$ cat src/rtl/reseed_lfsr_prng.sv
// 64-bit Galois LFSR clearing-data generator with an entropy-packing reseed path.
// Define PRNG_NONLINEAR_OUT_EN to pass data0_o through a PRINCE S-box layer.
module reseed_lfsr_prng #(
  parameter int unsigned      Width        = 64,
  parameter int unsigned      EntropyWidth = 32,
  parameter logic [Width-1:0] DefaultSeed  = 64'h1,
  parameter logic [Width-1:0] Coeffs       = 64'hD800_0000_0000_0000
) (
  input  logic                    clk_i,
  input  logic                    rst_i,
  input  logic                    data_req_i,
  output logic                    data_ack_o,
  output logic [Width-1:0]        data0_o,
  output logic [Width-1:0]        data1_o,
  input  logic                    reseed_req_i,
  output logic                    reseed_ack_o,
  output logic                    entropy_req_o,
  input  logic                    entropy_ack_i,
  input  logic [EntropyWidth-1:0] entropy_i
);

  localparam int unsigned NumWords = Width / EntropyWidth;
  localparam int unsigned CntW     = $clog2(NumWords + 1);

  if (Width != 64) begin : g_width_check
    $error("reseed_lfsr_prng: only Width = 64 is supported");
  end
  if ((Width % EntropyWidth) != 0) begin : g_entropy_check
    $error("reseed_lfsr_prng: Width must be a multiple of EntropyWidth");
  end
  if (DefaultSeed == '0) begin : g_seed_check
    $error("reseed_lfsr_prng: DefaultSeed must be nonzero");
  end

  logic [Width-1:0]                       state_q;
  logic [Width-1:0]                       state_next;
  logic [NumWords-1:0][EntropyWidth-1:0]  words_q;
  logic [CntW-1:0]                        count_q;
  logic                                   seed_valid_q;
  logic                                   step_en;
  logic                                   entropy_accept;

  assign data_ack_o     = data_req_i & ~reseed_req_i;
  assign step_en        = data_req_i & data_ack_o;
  assign entropy_req_o  = reseed_req_i & ~seed_valid_q;
  assign entropy_accept = entropy_req_o & entropy_ack_i;
  assign reseed_ack_o   = seed_valid_q;

  assign state_next = (state_q >> 1) ^ (state_q[0] ? Coeffs : '0);

  // Seed load wins over lockup recovery, which wins over a data step.
  always_ff @(posedge clk_i or posedge rst_i) begin
    if (rst_i) begin
      state_q <= DefaultSeed;
    end else if (seed_valid_q) begin
      state_q <= words_q;
    end else if (state_q == '0) begin
      state_q <= DefaultSeed;
    end else if (step_en) begin
      state_q <= state_next;
    end
  end

  // Partial words survive a dropped reseed request; only a load or reset empties the packer.
  always_ff @(posedge clk_i or posedge rst_i) begin
    if (rst_i) begin
      words_q      <= '0;
      count_q      <= '0;
      seed_valid_q <= 1'b0;
    end else if (seed_valid_q) begin
      words_q      <= '0;
      count_q      <= '0;
      seed_valid_q <= 1'b0;
    end else if (entropy_accept) begin
      for (int unsigned i = 0; i < NumWords; i++) begin
        if (count_q == CntW'(i)) begin
          words_q[i] <= entropy_i;
        end
      end
      count_q      <= count_q + CntW'(1);
      seed_valid_q <= (count_q == CntW'(NumWords - 1));
    end
  end

`ifdef PRNG_NONLINEAR_OUT_EN
  function automatic logic [3:0] prince_sbox(input logic [3:0] x);
    logic [3:0] y;
    case (x)
      4'h0:    y = 4'hB;
      4'h1:    y = 4'hF;
      4'h2:    y = 4'h3;
      4'h3:    y = 4'h2;
      4'h4:    y = 4'hA;
      4'h5:    y = 4'hC;
      4'h6:    y = 4'h9;
      4'h7:    y = 4'h1;
      4'h8:    y = 4'h6;
      4'h9:    y = 4'h7;
      4'hA:    y = 4'h8;
      4'hB:    y = 4'h0;
      4'hC:    y = 4'hE;
      4'hD:    y = 4'h5;
      4'hE:    y = 4'hD;
      default: y = 4'h4;
    endcase
    return y;
  endfunction

  always_comb begin
    data0_o = '0;
    for (int unsigned n = 0; n < Width / 4; n++) begin
      data0_o[4*n +: 4] = prince_sbox(state_q[4*n +: 4]);
    end
  end
`else
  assign data0_o = state_q;
`endif

  // Share 1 is share 0 bit-reversed.
  for (genvar i = 0; i < Width; i++) begin : g_reverse
    assign data1_o[i] = data0_o[Width-1-i];
  end

endmodule

$ cat config.mk
export PLATFORM = sky130hd
export DESIGN_NAME = reseed_lfsr_prng
export DESIGN_NICKNAME = d
export VERILOG_FILES = /design/src/rtl/reseed_lfsr_prng.sv
export SDC_FILE = /design/constraint.sdc
export NUM_CORES = 1
export LEC_CHECK = 0
export BUFFER_PORTS_ARGS = -buffer_cell sky130_fd_sc_hd__buf_2
export CAP_MARGIN = 15
export CORE_MARGIN = 2
export CORE_UTILIZATION = 45
export DETAILED_ROUTE_END_ITERATION = 12
export GPL_ROUTABILITY_DRIVEN = 0
export PLACE_DENSITY = 0.75
export SYNTH_ARGS = -nofsm -noshare
export SYNTH_HDL_FRONTEND = slang
export SYNTH_SLANG_ARGS = --single-unit
$ cat constraint.sdc
create_clock -name clk_i -period 11.06 [get_ports clk_i]
set_clock_uncertainty 0.2 [all_clocks]
set_input_delay 1.106 -clock clk_i [delete_from_list [all_inputs] [get_ports clk_i]]
set_output_delay 1.106 -clock clk_i [all_outputs]
set_load 0.01 [all_outputs]
==> results of run 1 <==
[critical path: cells and delay by family]
kind                   cells  cell delay [ns]
buffers and inverters      2             0.42
and+or+nand+nor            1             0.71
[power by group through the flow]
stage / clock (W) / sequential [W] / combinational, W
6_report: 0.000581 / 0.000880 / 0.000653
5_1_grt: 0.000613 / 0.000912 / 0.000736
4_1_cts: 0.000587 / 0.000880 / 0.000663
3_5_place_dp: 0 / 0.000887 / 0.000660
3_3_place_gp: 0 / 0.000883 / 0.000642
2_1_floorplan: 0 / 0.000863 / 0.000503
[layout make-up]
type                    instances  share of cell area [%]
well taps                     180                    3.09
multi-input cells             424                    31.2
flip-flops and latches        131                    45.0
clock inverters                13                    2.37
diodes                          2                  0.0686
repair buffers                172                    12.0
clock buffers                  19                    6.07
inverters                       4                   0.274
[kinds of logic (layout without fill, tap and decap cells)]
group,Yosys count,count (layout)
AO/OA/AOI/OAI,132,132
XOR/XNOR,4,4
adder cells (fa/ha/maj),2,2
buffers and inverters,111,208
flip-flops,131,131
multiplexers,61,61
other,0,2
AND/OR/NAND/NOR,225,225
[cell usage after synthesis]
cell type / instances / share of area [%]
o21ai_0: 66 / 5.2
o31a_1: 1 / 0.14
nor2b_4: 1 / 0.22
nor4_2: 1 / 0.20
nand3_1: 2 / 0.16
dfrtp_1: 130 / 52
nor4_1: 16 / 1.6
ha_1: 2 / 0.40
a21oi_1: 65 / 5.2
mux2i_1: 60 / 9.5
clkbuf_4: 2 / 0.24
xnor2_1: 4 / 0.56
nor2b_1: 1 / 0.099
nor2_1: 1 / 0.059
clkbuf_1: 14 / 0.83
buf_8: 3 / 0.71
buf_6: 2 / 0.36
dfstp_2: 1 / 0.42
nand3_2: 1 / 0.16
mux2_2: 1 / 0.18
nand2b_1: 1 / 0.099
inv_2: 1 / 0.059
buf_2: 14 / 1.1
buf_4: 72 / 8.6
inv_1: 3 / 0.18
and3_1: 1 / 0.099
nand2_1: 196 / 12
nand4_1: 4 / 0.40
[sequential cells by signal, indices dropped and copies added (netlist names)]
name          count
data0_o          64
words_q          64
count_q           2
reseed_ack_o      1
[worst paths after layout]
| path | startpoint | end | slack, ns |
|---|---|---|---|
| worst max-delay path | reseed_req_i | data_ack_o | 7.51 |
| worst min-delay path | words_q[63] | data0_o[63] | 0.28 |
| worst max register to register | reseed_ack_o | words_q[50] | 8.05 |
| worst min register to register | words_q[63] | data0_o[63] | 0.28 |
| max in group asynchronous | rst_i | data0_o[24] | 8.93 |
| min in group asynchronous | rst_i | words_q[39] | 0.63 |
[stage by stage]
stage | util (%) | cell area [sq um] | hold WS, ns | instances
finish | 53.0 | 7300 | 0.281 | 945
CTS | 52.9 | 7290 | 0.284 | 943
floorplan | - | 6310 | 0.250 | 666
global route | 52.9 | 7290 | 0.296 | 943
global placement | 48.5 | 6680 | 0.259 | 911
detailed placement | 48.5 | 6680 | 0.266 | 911
[per-layer routing]
metal	vias up	share of wire (%)	global-route usage, %
met2	133	48	30.7
met4	0	1.7	8.33
met3	16	5.3	3.76
met5	-	0	0
met1	2311	45	28.1
li1	2334	-	-
==> results.sh, run 1 <==
export IMPL_crit_slowest_cell="nor2b_4"
export IMPL_path_clk_slew_ns=0.06
export IMPL_p_leak_nw=3.52
export IMPL_final_common_cell="nand2_1"
export IMPL_multi_input_area_sq_mm=0.00227
export IMPL_fmax_ghz=0.282
export IMPL_overflow=0
export IMPL_hold_buffers=0
export IMPL_hold_depth=2
export IMPL_synth_simple_area_share_pct=14.7
export IMPL_detail_route_wl_per_cell_um=15.5
export IMPL_worstRegToRegCells=5
export IMPL_antenna_found_initial=0
export IMPL_via_count=4794
export IMPL_first_pass_iters=5
export IMPL_register_area_sq_mm=0.00328
export IMPL_critPathCaptureType="primary output"
export IMPL_setup_violations=0
export IMPL_detail_route_antenna_nets=0
export IMPL_port_buffers=167
export IMPL_cp_required_ns=9.75
export IMPL_cts_setup_buffers=0
export IMPL_status="finished, final reports clean"
export IMPL_finalCriticalPeriod_ns=3.55
export IMPL_cpPeakStageDelay_ns=0.71
export IMPL_synth_warnings=0
export IMPL_post_cts_resize_count=0
export IMPL_synthXorXnorAreaFrac_pct=0.556
export IMPL_grt_setup_unrepaired="false"
export IMPL_cts_tree="yes"
export IMPL_via_per_inst=5.07
export IMPL_critPathMostFrequentCell="buf_2"
export IMPL_ir_drop_mv=0.115
export IMPL_post_route_period_util_pct=32.1
export IMPL_cap_violations=0
export IMPL_pwr_share_seq_pct=41.6
export IMPL_crit_type="input port to primary output"
export IMPL_power_switching_w=0.000793
export IMPL_core_area_sq_mm=0.0138
export IMPL_ys_seq_area_share_pct=52.0
export IMPL_clkPwrFrac_pct=27.5
export IMPL_swShare_pct=37.5
export IMPL_hold_viol=0
export IMPL_grt_max_degree=115
export IMPL_synthCells=666
export IMPL_setup_tns_ns=0
export IMPL_drt_iter0_markers=414
export IMPL_root_buffer="clkbuf_16"
export IMPL_synth_fa_ha_area_share_pct=0.397
export IMPL_cp_arrival_ns=2.24
export IMPL_drv_slew=0
export IMPL_clkSinkCount=131
export IMPL_drt_wl_total_um=14700
export IMPL_power_total_w=0.00211
export IMPL_worstSkewPairLatency_ns=0.42
export IMPL_synth_top_family_by_area="simple AND/OR/NAND/NOR gates"
export IMPL_avgSynthCellArea_sq_um=9.47
export IMPL_die_w_um=122
export IMPL_hp_class="register to register"
export IMPL_yosys_cell_types_count=28
export IMPL_dieArea_sq_mm=0.0150
export IMPL_powerDensity_mw_per_mm2=290
export IMPL_fp_dieH_um=122
export IMPL_initial_core_util_pct=45.8
export IMPL_grt_pass1_vias=4348
export IMPL_synth_compound_area_share_pct=10.5
export IMPL_pwr_share_comb_pct=30.9
export IMPL_post_route_drc_count=0
export IMPL_track_usage_pct=20.0
export IMPL_syn_nets=705
export IMPL_nets=789
export IMPL_relSlewSlack_pct=33.9
export IMPL_syn_to_final_growth_pct=15.7
export IMPL_p_int_w=0.00132
export IMPL_start_kind="input port"
export IMPL_syn_cell_area_sq_mm=0.00631
export IMPL_htreeDepth=4
export IMPL_numCtsBuffers=17
export IMPL_worst_slack_ns=7.51
export IMPL_grt_first_pass_wirelength_um=23100
export IMPL_layout_common_cells="nand2_1 (196), buf_2 (167), dfrtp_1 (129)"
export IMPL_dp_hpwl_um=9680
export IMPL_rows=43
export IMPL_crit_chain="buf_2 -> nor2b_4 -> buf_2"
export IMPL_worst_pin_slew_ns=0.991
export IMPL_drive_gt1_share_pct=27.8
export IMPL_synth_seq_cells=131
export IMPL_post_place_ws_ns=7.42
export IMPL_worstPathMaxFanout=25
export IMPL_num_io_pins=168
export IMPL_synth_mux_area_share_pct=9.70
export IMPL_cts_buffer_depth=2
export IMPL_final_fill_count=1294
(Power assumes the default switching activity.)
==> inputs of run 2 (changes only) <==
==> constraint.sdc (replaced) <==
create_clock -name clk_i -period 3.4 [get_ports clk_i]
set_clock_uncertainty 0.2 [all_clocks]
set_input_delay 0.34 -clock clk_i [delete_from_list [all_inputs] [get_ports clk_i]]
set_output_delay 0.34 -clock clk_i [all_outputs]
set_load 0.01 [all_outputs]
==> run 2 against run 1 <==
Effect of this change:
- clock-buffer cell count up 5
- sequential power rose to 3.2 times the previous value
- sequential share of layout area is 2.5 points lower
- via count is 3.3% higher
- routed wire length increased by 3.2%
- worst hold slack worse by 0.26 ns
- combinational power rose to 3.4 times the previous value
- die area unchanged
- cell area grew 5.8%
- critical path type is now register to register
==> results.sh, run 2 (synthesized netlist as in run 1, its figures left out) <==
export IMPL_status="finished, final reports clean"
export IMPL_critPathCaptureType="register"
export IMPL_detail_route_wl_per_cell_um=15.5
export IMPL_worstPathMaxFanout=36
export IMPL_hold_buffers=33
export IMPL_initial_core_util_pct=45.8
export IMPL_track_usage_pct=21.0
export IMPL_cts_buffer_depth=2
export IMPL_port_buffers=167
export IMPL_crit_type="register to register"
export IMPL_start_kind="register"
export IMPL_root_buffer="clkbuf_16"
export IMPL_first_pass_iters=4
export IMPL_via_per_inst=5.06
export IMPL_r2r_end="words_q[41]"
export IMPL_final_common_cell="nand2_1"
export IMPL_grt_setup_unrepaired="false"
export IMPL_hold_ws_ns=0.0161
export IMPL_overflow=0
export IMPL_numCtsBuffers=17
export IMPL_drt_wl_total_um=15100
export IMPL_layout_common_cells="nand2_1 (196), buf_2 (167), dfrtp_1 (129)"
export IMPL_setup_tns_ns=0
export IMPL_hold_viol=0
export IMPL_wl_met2_um=7420
export IMPL_cp_arrival_ns=2.14
export IMPL_antenna_cells=0
export IMPL_fmax_ghz=0.497
export IMPL_post_cts_resize_count=0
export IMPL_top_layer_used="met4"
export IMPL_relSlewSlack_pct=51.1
export IMPL_powerDensity_mw_per_mm2=914
export IMPL_clkSinkCount=131
export IMPL_cpPeakStageDelay_ns=0.63
export IMPL_die_w_um=122
export IMPL_crit_buf_inv=1
export IMPL_worst_pin_slew_ns=0.734
export IMPL_cp_required_ns=3.53
export IMPL_finalCriticalPeriod_ns=2.01
export IMPL_worstRegToRegCells=5
export IMPL_crit_chain="nor2b_4 -> nand3_2 -> inv_2 -> nand2_1 -> a21oi_1"
export IMPL_syn_to_final_growth_pct=22.4
export IMPL_drt_iter0_markers=337
export IMPL_num_io_pins=168
export IMPL_holdPathEnd="count_q[1]"
export IMPL_post_route_period_util_pct=59.1
export IMPL_path_clk_slew_ns=0.05
export IMPL_dieArea_sq_mm=0.0150
export IMPL_place_area_sq_mm=0.00673
export IMPL_reg2reg_slack_ns=1.39
export IMPL_nets=825
export IMPL_crit_slowest_cell="dfrtp_4"
export IMPL_drive_gt1_share_pct=26.9
export IMPL_fin_util_pct=56.1
export IMPL_cap_violations=0
export IMPL_post_place_ws_ns=1.28
export IMPL_grt_pass1_vias=4613
export IMPL_antenna_found_initial=0
export IMPL_rows=43
export IMPL_drt_met1_wl_um=6840
export IMPL_htreeDepth=4
export IMPL_final_area_sq_mm=0.00772
export IMPL_cts_tree="yes"
export IMPL_setup_violations=0
export IMPL_detail_route_antenna_nets=0
export IMPL_wl_met3_um=661
export IMPL_p_leak_nw=3.70
export IMPL_grt_first_pass_wirelength_um=24100
export IMPL_fp_dieH_um=122
export IMPL_post_route_drc_count=0
export IMPL_via_count=4953
export IMPL_cts_setup_buffers=0
export IMPL_ir_drop_mv=0.437
export IMPL_worstSkewPairLatency_ns=0.43
export IMPL_core_area_sq_mm=0.0138
export IMPL_hp_class="input port to register"
export IMPL_grt_max_degree=162
export IMPL_dp_hpwl_um=9560
export IMPL_worst_slack_ns=1.39
export IMPL_critPathTopFamily="flip-flops"
export IMPL_r2r_start="reseed_ack_o"
export IMPL_hold_depth=3
export IMPL_drv_slew=0
export IMPL_min_from="reseed_req_i"
-- run 2: changes by cell type in the layout (fill, tap and decap cells not counted), sizes merged --
cell	before	now
dlygate4sd3	0	33
clkbuf	19	24
inv	8	3
buf	172	175
clkinv	5	2
clkinvlp	1	3
diode	2	0
bufinv	3	4
-- run 2: area by class of cell --
| class | count | area [sq um] |
|---|---|---|
| clock buffers | 24 | 512 |
| clock inverters | 8 | 145 |
| fillers | 1257 | 6050 |
| inverters | 4 | 18.8 |
| multi-input cells | 424 | 2270 |
| flip-flops and latches | 131 | 3280 |
| well taps | 180 | 225 |
| repair buffers | 208 | 1260 |
-- run 2: worst max path at each step --
| stage | from | endpoint | slack, ns | depth (start not counted) |
|---|---|---|---|---|
| after floorplan | rst_i | count_q[0] | 1.24 | 1 |
| after global placement | reseed_req_i | data0_o[19] | 1.32 | 5 |
| after detailed placement | reseed_req_i | data0_o[13] | 1.28 | 5 |
| after CTS | reseed_ack_o | words_q[50] | 1.35 | 5 |
| after global routing | reseed_ack_o | words_q[39] | 1.21 | 5 |
| final | reseed_ack_o | words_q[41] | 1.39 | 5 |
-- run 2: per-layer routing --
layer  track usage [%]  vias up
li1                  -     2393
met1              28.6     2416
met2              33.4      125
met3              4.74       19
met4              6.68        0
met5                 0        -
-- run 2: metrics by stage --
stage	total power [W]	cells
final	0.00706	979
after global routing	0.00752	979
after CTS	0.00711	979
after detailed placement	0.00506	914
after global placement	0.00499	914
after floorplan	0.00444	666
-- run 2: tightest hold or removal path, stage by stage --
cell	delay (ns)
buf_2	0.13
nand3_1	0.07
a21oi_1	0.05
-- run 2: where the power goes --
group | internal [W] | leakage, nW | switching [W]
clock | 0.00134 | 0.318 | 0.000670
combinational | 0.000976 | 1.67 | 0.00123
sequential | 0.00217 | 1.70 | 0.000668
==> inputs of run 3 (changes only) <==
--- a/config.mk
+++ b/config.mk
@@ -11,7 +11,7 @@
 export CORE_UTILIZATION = 45
 export DETAILED_ROUTE_END_ITERATION = 12
 export GPL_ROUTABILITY_DRIVEN = 0
-export PLACE_DENSITY = 0.75
+export PLACE_DENSITY = 0.78
 export SYNTH_ARGS = -nofsm -noshare
 export SYNTH_HDL_FRONTEND = slang
 export SYNTH_SLANG_ARGS = --single-unit
==> constraint.sdc (replaced) <==
create_clock -name clk_i -period 1.8 [get_ports clk_i]
set_clock_uncertainty 0.2 [all_clocks]
set_input_delay 0.18 -clock clk_i [delete_from_list [all_inputs] [get_ports clk_i]]
set_output_delay 0.18 -clock clk_i [all_outputs]
set_load 0.01 [all_outputs]
==> run 3 against run 2 <==
Effect of this change:
- clock-buffer cell count down 5
- combinational power rose by 110%
- worst hold slack improved by 0.031 ns
- maximum frequency rose by 20%
- sequential power up 86%
- utilization is 2.0 points higher
- global-route usage is 0.89 points higher
==> results.sh, run 3 (synthesized netlist as in run 1, its figures left out) <==
export IMPL_final_area_sq_mm=0.00799
export IMPL_detail_route_wl_per_cell_um=16.0
export IMPL_nets=842
export IMPL_hold_viol=0
export IMPL_via_per_inst=5.17
export IMPL_multi_input_area_sq_mm=0.00232
export IMPL_crit_type="register to register"
export IMPL_register_area_sq_mm=0.00328
export IMPL_first_pass_iters=5
export IMPL_critPathMostFrequentCell="nor4_2"
export IMPL_pwr_share_comb_pct=33.4
export IMPL_setup_violations=0
export IMPL_cts_tree="yes"
export IMPL_cap_violations=0
export IMPL_power_switching_w=0.00501
export IMPL_critPathCaptureType="register"
export IMPL_antenna_found_initial=0
export IMPL_dieArea_sq_mm=0.0150
export IMPL_grt_first_pass_wirelength_um=25100
export IMPL_detail_route_antenna_nets=0
export IMPL_drt_wl_total_um=16000
export IMPL_overflow=0
export IMPL_layout_common_cells="nand2_1 (196), buf_2 (167), dfrtp_1 (129)"
export IMPL_via_count=5152
export IMPL_die_w_um=122
export IMPL_fp_dieH_um=122
export IMPL_finalCriticalPeriod_ns=1.67
export IMPL_swShare_pct=36.1
export IMPL_antenna_cells=0
export IMPL_path_clk_slew_ns=0.06
export IMPL_final_fill_count=1224
export IMPL_worst_slack_ns=0.128
export IMPL_final_common_cell="nand2_1"
export IMPL_p_leak_nw=3.82
export IMPL_cts_buffer_depth=2
export IMPL_rows=43
export IMPL_cp_arrival_ns=1.82
export IMPL_port_buffers=167
export IMPL_post_place_ws_ns=-0.0215
export IMPL_p_int_w=0.00885
export IMPL_post_route_period_util_pct=92.9
export IMPL_worstSkewPairLatency_ns=0.41
export IMPL_numCtsBuffers=17
export IMPL_worstPathMaxFanout=5
export IMPL_htreeDepth=4
export IMPL_powerDensity_mw_per_mm2=1730
export IMPL_initial_core_util_pct=45.8
export IMPL_track_usage_pct=21.9
export IMPL_crit_slowest_cell="dfrtp_1"
export IMPL_root_buffer="clkbuf_16"
export IMPL_ir_drop_mv=0.811
export IMPL_crit_chain="nor4_2 -> nand4_1 -> nor4_2 -> o31a_1"
export IMPL_cp_required_ns=1.95
export IMPL_worst_pin_slew_ns=0.446
export IMPL_clkPwrFrac_pct=28.5
export IMPL_grt_max_degree=88
export IMPL_cts_setup_buffers=0
export IMPL_hp_class="input port to async pin"
export IMPL_place_area_sq_mm=0.00691
export IMPL_relSlewSlack_pct=70.3
export IMPL_num_io_pins=168
export IMPL_fmax_ghz=0.598
export IMPL_post_route_drc_count=0
export IMPL_drive_gt1_share_pct=29.3
export IMPL_syn_to_final_growth_pct=26.7
export IMPL_grt_pass1_vias=4745
export IMPL_grt_setup_unrepaired="false"
export IMPL_drv_slew=0
export IMPL_drt_iter0_markers=442
export IMPL_status="finished, final reports clean"
export IMPL_clkSinkCount=131
export IMPL_start_kind="register"
export IMPL_dp_hpwl_um=10700
export IMPL_core_area_sq_mm=0.0138
export IMPL_cpPeakStageDelay_ns=0.41
export IMPL_pwr_share_seq_pct=38.0
[run 3: cell count changes in the layout (fill, tap and decap cells not counted)]
cell           previous run  this run
clkbuf_1                  1         0
dlygate4sd3_1            33        35
bufinv_16                 4         6
clkbuf_8                  6         2
inv_6                     0         1
buf_12                    3         8
nor4_1                   16         8
buf_4                     5        15
clkinv_4                  0         2
clkinv_2                  2         3
nor4_2                    1         9
clkinvlp_4                3         2
[run 3: final cells by class]
class                   instances  share of cell area [%]
flip-flops and latches        131                    41.1
multi-input cells             424                    29.1
repair buffers                225                    18.3
clock buffers                  19                    5.67
clock inverters                13                    2.87
well taps                     180                    2.82
inverters                       4                   0.235
[run 3: routing by layer]
layer	vias up	global-route usage, %	part of all wire [%]
met5	-	0	0
met4	0	7.40	1.6
met3	21	5.39	6.4
met2	164	35.7	50
met1	2529	28.6	42
li1	2438	-	-
[run 3: what timing repair did]
action	4_1_cts	5_1_grt
hold buffers	35	0
pin swaps	0	1
setup endpoints to repair	1	1
hold endpoints to repair	196	0
resized for setup	1	7
[run 3: metrics by stage]
stage	setup TNS, ns	hold WS (ns)	total power [W]	util, %	cells
6_report	0	0.0467	0.0139	58.0	996
2_1_floorplan	-26.31	0.111	0.00840	-	666
4_1_cts	0	0.0298	0.0139	57.7	996
5_1_grt	0	0.0607	0.0148	58.0	996
3_5_place_dp	-0.0215	-0.0783	0.00983	50.2	929
3_3_place_gp	0	-0.0760	0.00967	50.2	929
[run 3: power groups by stage]
| stage | registers, W | logic (W) | clock network (W) |
|---|---|---|---|
| 2_1_floorplan | 0.00531 | 0.00309 | 0 |
| 3_3_place_gp | 0.00518 | 0.00448 | 0 |
| 3_5_place_dp | 0.00526 | 0.00457 | 0 |
| 4_1_cts | 0.00522 | 0.00465 | 0.00403 |
| 5_1_grt | 0.00543 | 0.00517 | 0.00415 |
| 6_report | 0.00527 | 0.00463 | 0.00395 |
[run 3: critical path, delay by kind of cell (launching register included)]
family | cells | cell delay [ns]
and+or+nand+nor | 3 | 0.86
DFF | 1 | 0.41
AOI/OAI and AO/OA | 1 | 0.15
[run 3: worst paths after layout]
path | slack [ns] | startpoint | cells past startpoint | endpoint
max | 0.13 | data0_o[28] | 4 | data0_o[0]
min | 0.05 | rst_i | 3 | words_q[7]
max reg2reg | 0.13 | data0_o[28] | 4 | data0_o[0]
min reg2reg | 0.27 | words_q[2] | 2 | data0_o[2]
max in group asynchronous | 0.66 | rst_i | 4 | data0_o[18]
min in group clk_i | 0.05 | reseed_req_i | 4 | data0_o[61]
